`config.mk`:
```
export PLATFORM = sky130hd
export DESIGN_NAME = guess_search_ctrl_flat
export DESIGN_NICKNAME = d
export VERILOG_FILES = /design/src/rtl/guess_search_ctrl_pkg.sv /design/src/rtl/guess_search_ctrl_if.sv /design/src/rtl/guess_search_ctrl.sv /design/src/flat_wrapper.sv
export SDC_FILE = /design/constraint.sdc
export NUM_CORES = 1
export LEC_CHECK = 0
export ABC_AREA = 1
export CORE_MARGIN = 2
export CORE_UTILIZATION = 55
export CTS_CLUSTER_SIZE = 40
export DETAILED_ROUTE_END_ITERATION = 10
export GPL_ROUTABILITY_DRIVEN = 0
export PLACE_DENSITY = 0.84
export SYNTH_ARGS = -nofsm -noshare
export SYNTH_HDL_FRONTEND = slang
export SYNTH_SLANG_ARGS = --single-unit
```
`constraint.sdc`:
```
create_clock -name clk -period 6.25 [get_ports clk]
set_input_delay 0.9375 -clock clk [delete_from_list [all_inputs] [get_ports clk]]
set_output_delay 0.9375 -clock clk [all_outputs]
set_load 0.02 [all_outputs]
```
`src/rtl/guess_search_ctrl_pkg.sv`:
```
// Shared definitions for the binary-search guess controller:
// default operand width and the binary state encoding.
package guess_search_ctrl_pkg;

    localparam int DEFAULT_WIDTH = 8;

    typedef logic [1:0] state_t;

    localparam state_t ST_IDLE  = 2'd0;
    localparam state_t ST_ISSUE = 2'd1;
    localparam state_t ST_WAIT  = 2'd2;
    localparam state_t ST_DONE  = 2'd3;

endpackage

```
`src/rtl/guess_search_ctrl_if.sv`:
```
// Guess/result handshake between the search controller (master) and the
// magnitude comparator that judges each guess (slave).
interface guess_search_ctrl_if
    import guess_search_ctrl_pkg::*;
#(
    parameter int WIDTH = DEFAULT_WIDTH
);

    logic [WIDTH-1:0] guess;
    logic             guess_valid;
    logic             cmp_valid;
    logic             G;
    logic             E;
    logic             L;

    modport master (
        output guess,
        output guess_valid,
        input  cmp_valid,
        input  G,
        input  E,
        input  L
    );

    modport slave (
        input  guess,
        input  guess_valid,
        output cmp_valid,
        output G,
        output E,
        output L
    );

endinterface

```
`src/rtl/guess_search_ctrl.sv`:
```
// Binary-search controller: narrows [lo, hi] from comparator G/E/L feedback
// until the hidden value is matched or the feedback proves inconsistent.
module guess_search_ctrl
    import guess_search_ctrl_pkg::*;
#(
    parameter  int WIDTH   = DEFAULT_WIDTH,
    localparam int STEPS_W = $clog2(WIDTH + 2)
) (
    input  logic                 clk,
    input  logic                 rst_n,
    input  logic                 start,
    guess_search_ctrl_if.master  bus,
    output logic                 busy,
    output logic                 done,
    output logic                 found,
    output logic [WIDTH-1:0]     result,
    output logic [STEPS_W-1:0]   steps
);

    localparam logic [WIDTH-1:0] MAX_VAL = '1;

    state_t           state;
    logic [WIDTH-1:0] lo;
    logic [WIDTH-1:0] hi;
    logic [WIDTH-1:0] guess;
    logic [WIDTH-1:0] mid;
    logic [WIDTH:0]   guess_inc;
    logic [WIDTH:0]   guess_dec;

    // Midpoint and neighbours are formed one bit wider so nothing wraps.
    assign mid       = WIDTH'({1'b0, lo} + (({1'b0, hi} - {1'b0, lo}) >> 1));
    assign guess_inc = {1'b0, guess} + (WIDTH+1)'(1);
    assign guess_dec = {1'b0, guess} - (WIDTH+1)'(1);

    assign busy            = (state != ST_IDLE);
    assign done            = (state == ST_DONE);
    assign bus.guess_valid = (state == ST_WAIT);
    assign bus.guess       = guess;

    always_ff @(posedge clk or negedge rst_n) begin
        if (!rst_n) begin
            state  <= ST_IDLE;
            lo     <= '0;
            hi     <= '0;
            guess  <= '0;
            found  <= 1'b0;
            result <= '0;
            steps  <= '0;
        end else begin
            case (state)
                ST_IDLE: begin
                    if (start) begin
                        lo    <= '0;
                        hi    <= MAX_VAL;
                        steps <= '0;
                        found <= 1'b0;
                        state <= ST_ISSUE;
                    end
                end
                ST_ISSUE: begin
                    guess <= mid;
                    state <= ST_WAIT;
                end
                ST_WAIT: begin
                    if (bus.cmp_valid) begin
                        steps <= steps + STEPS_W'(1);
                        state <= ST_DONE;
                        // Only a one-hot result that keeps lo <= hi continues the search.
                        case ({bus.G, bus.E, bus.L})
                            3'b010: begin
                                result <= guess;
                                found  <= 1'b1;
                            end
                            3'b100: begin
                                if (guess != MAX_VAL) begin
                                    lo <= guess_inc[WIDTH-1:0];
                                    if (guess_inc <= {1'b0, hi})
                                        state <= ST_ISSUE;
                                end
                            end
                            3'b001: begin
                                if (guess != '0) begin
                                    hi <= guess_dec[WIDTH-1:0];
                                    if (guess_dec >= {1'b0, lo})
                                        state <= ST_ISSUE;
                                end
                            end
                            default: ;
                        endcase
                    end
                end
                default: begin
                    state <= ST_IDLE;
                end
            endcase
        end
    end

endmodule

```
`src/flat_wrapper.sv`:
```
// flat-port wrapper written by rule: the top's interface ports become plain ports
module guess_search_ctrl_flat import guess_search_ctrl_pkg::*;
#(
    parameter  int WIDTH   = DEFAULT_WIDTH,
    localparam int STEPS_W = $clog2(WIDTH + 2)
)
  (clk, rst_n, start, busy, done, found, result, steps, bus_guess, bus_guess_valid, bus_cmp_valid, bus_G, bus_E, bus_L);
  guess_search_ctrl_if #(.WIDTH(WIDTH)) bus_i ();
  input  logic clk;
  input  logic rst_n;
  input  logic start;
  output logic busy;
  output logic done;
  output logic found;
  output logic [WIDTH-1:0] result;
  output logic [STEPS_W-1:0] steps;
  output wire logic [$bits(bus_i.guess)-1:0] bus_guess;
  output wire logic [$bits(bus_i.guess_valid)-1:0] bus_guess_valid;
  input wire logic [$bits(bus_i.cmp_valid)-1:0] bus_cmp_valid;
  input wire logic [$bits(bus_i.G)-1:0] bus_G;
  input wire logic [$bits(bus_i.E)-1:0] bus_E;
  input wire logic [$bits(bus_i.L)-1:0] bus_L;
  assign bus_guess = bus_i.guess;
  assign bus_guess_valid = bus_i.guess_valid;
  assign bus_i.cmp_valid = bus_cmp_valid;
  assign bus_i.G = bus_G;
  assign bus_i.E = bus_E;
  assign bus_i.L = bus_L;
  guess_search_ctrl #(.WIDTH(WIDTH)) u_core (.clk(clk), .rst_n(rst_n), .start(start), .bus(bus_i), .busy(busy), .done(done), .found(found), .result(result), .steps(steps));
endmodule
```
==> results.json <==
{
  "fmax_mhz": 348,
  "antenna_found_initial": 0,
  "multi_input_area_um2": 1670,
  "crit_path_end_kind": "flip-flop",
  "synth_area_um2": 2930,
  "grt_pass1_vias": 2541,
  "via_per_inst": 5.63,
  "die_area_um2": 5930,
  "ys_ff_latch": 39,
  "fp.coreArea_um2": 5140,
  "antenna_cells": 0,
  "die_h_um": 77.0,
  "numPortBuffers": 30,
  "rows": 26,
  "slew_viol_final": 0,
  "grt_max_degree": 40,
  "initial_core_util_pct": 57.0,
  "syn_inst": 371,
  "max_stage_delay_ns": 0.38,
  "nets": 448,
  "critical_path_class": "flip-flop to flip-flop",
  "crit_slowest_cell": "ha_1",
  "ant_nets": 0,
  "ioPinCount": 31,
  "crit_arrival_ns": 3.02,
  "worstHoldPathType": "flip-flop to flip-flop",
  "intPower_uw": 991,
  "ir_drop_v": 0.000232,
  "area_delta_synth_final_pct": 16.0,
  "drv_cap": 0,
  "comb_power_share_pct": 67.0,
  "rsz0062_at_grt": "no",
  "seqCellArea_um2": 976,
  "most-common-layout-cells": "69 x nand2_1, 67 x inv_1, 39 x dfrtp_1, 34 x ha_1, 30 x o21ai_0",
  "final_common_cell": "nand2_1",
  "finalPower_uw": 2000,
  "clk-insertion-delay-late_ns": 0.29,
  "numCtsBuffers": 5,
  "drc": 0,
  "clk_pin_slew_ns": 0.07,
  "power_density_nw_per_um2": 589,
  "grt_usage_pct": 25.8,
  "synth_nets": 414,
  "postLayoutSetupSlackWorst_ns": 3.38,
  "maxSlewHeadroom_pct": 40.4,
  "place_inst": 468,
  "fp.dieW_um": 77.0,
  "vias": 2676,
  "whs_path_depth": 2,
  "p_clk_share_pct": 10.1,
  "drt-initial-drc-count": 219,
  "grt_pass1_wl_mm": 12.0,
  "synth_area_per_cell_um2": 7.90,
  "totalNegativeSetupSlack_ns": 0,
  "whs_ns": 0.486,
  "ys_warn_count": 0,
  "worst_pin_slew_ns": 0.894,
  "final_layout_size_suffix_gt1_share_pct": 6.42,
  "seqPwrFrac_pct": 22.9,
  "critical_path_required_ns": 6.39,
  "ff2ff_path_depth": 16,
  "period_minus_slack_ns": 2.87,
  "drt_wl_total_mm": 7.23,
  "ctsResizeCount": 0,
  "root_buffer": "clkbuf_8",
  "status": "finished clean",
  "switching_power_uw": 1010,
  "post-place-ws_ns": 3.42,
  "hold_buffers": 0,
  "cts-htree-levels": 2,
  "crit_fanout": 5,
  "drtPass1Iterations": 5,
  "synthDistinctLibCells": 35,
  "wl_per_cell_um": 15.2,
  "n_fill_cell": 422,
  "postCtsSetupRepairBufs": 0,
  "grt_remaining_overflow": 0,
  "stdcell_count": 475,
  "clock_sinks": 39,
  "setup_violations": 0,
  "cts_buffer_depth": 2,
  "dp_hpwl_mm": 5.70,
  "finalHoldViolCount": 0,
  "fin_skew_ns": 0.00683,
  "yosysSeqAreaShare_pct": 33.3,
  "swShare_pct": 50.5,
  "path_cells": "inv_1 > ha_1 > nand2_1 > o21ai_0 > a21oi_1 > nor2_1 > nor2_1 > xor2_1 > inv_1 > ha_1 > a21oi_1 > o21a_1 > nand3_1 > a21o_1 > nand3_1 > o21ai_0",
  "tritoncts": "built",
  "timing.critical_path.from_type": "flip-flop",
  "leakage_uw": 0.00171,
  "fin_crit_sh_pct": 46.0
}
==> critical path: cells and delay by family, from the launching register on <==
family	cells	cell delay, ns
adders and majority gates	2	0.71
and+or+nand+nor	5	0.38
AOI/OAI and AO/OA	6	1.04
DFF	1	0.35
xor gates and xnor gates	1	0.12
buffers and inverters	2	0.12
==> power by group through the flow <==
stage,clock network (uW),logic [uW],registers [uW]
after floorplan,0,869,501
after global placement,0,1260,455
after detailed placement,0,1300,461
after CTS,202,1320,458
after global routing,217,1490,472
final,202,1340,458
==> metal layers <==
metal / vias up / global-route usage [%] / wire [um]
li1: 1277 / - / -
met1: 1225 / 33.5 / 2880
met2: 145 / 43.6 / 3470
met3: 29 / 3.53 / 574
met4: 0 / 10.5 / 306
met5: - / 0 / 0
==> registers in the layout, summed over array words and instances (netlist names) <==
name and cells:
u_core.steps 4, u_core.lo 8, u_core.hi 8, u_core.found 1
u_core.state 2, u_core.result 8, u_core.bus.guess 8
==> through the flow <==
| stage | instance area [um2] | utilization, % |
|---|---|---|
| 2_1_floorplan | 2930 | - |
| 3_3_place_gp | 3300 | 64.1 |
| 3_5_place_dp | 3300 | 64.1 |
| 4_1_cts | 3400 | 66.1 |
| 5_1_grt | 3400 | 66.1 |
| 6_report | 3400 | 66.1 |
==> synthesized netlist by cell type, drive strengths merged <==
cell type / instances / area, um2
dfrtp: 39 / 976
xor2: 15 / 131
inv: 71 / 272
a31oi: 2 / 12.5
a21o: 1 / 7.51
nand3: 22 / 125
o22ai: 3 / 18.8
a22oi: 4 / 35.0
nand4: 7 / 50.1
and2: 1 / 6.26
buf: 3 / 17.5
o21ai: 34 / 181
nor3: 4 / 20.0
o21a: 4 / 30.0
xnor2: 2 / 17.5
o211ai: 2 / 15.0
a21oi: 23 / 115
ha: 34 / 425
a41oi: 1 / 8.76
fa: 2 / 40.0
nor2: 24 / 126
nand2: 73 / 299
==> area by class of cell <==
class	count	area share, %
tap	70	2.58
inverter	71	7.99
sequential	39	28.7
timing repair buffer	30	8.69
clock buffer	6	2.14
multi-input combinational	258	49.0
clock inverter	1	0.884
==> path summary, 6_finish.rpt <==
check	from	end	slack [ns]
max	u_core.lo[2]	u_core.bus.guess[7]	3.38
min	u_core.result[5]	u_core.result[5]	0.49
max reg2reg	u_core.lo[2]	u_core.bus.guess[7]	3.38
min reg2reg	u_core.result[5]	u_core.result[5]	0.49
max in group asynchronous	rst_n	u_core.bus.guess[0]	4.92
min in group asynchronous	rst_n	u_core.bus.guess[4]	0.77
==> kinds of logic (layout without fill, tap and decap cells) <==
group | Yosys count | count (layout) | share of synthesized area, %
adder cells (fa/ha/maj) | 36 | 36 | 15.9
AO/OA/AOI/OAI | 74 | 74 | 14.5
flip-flops | 39 | 39 | 33.3
buffers and inverters | 74 | 108 | 9.86
XOR/XNOR | 17 | 17 | 5.08
AND/OR/NAND/NOR | 131 | 131 | 21.4
Power figures use the tool's default switching activity.
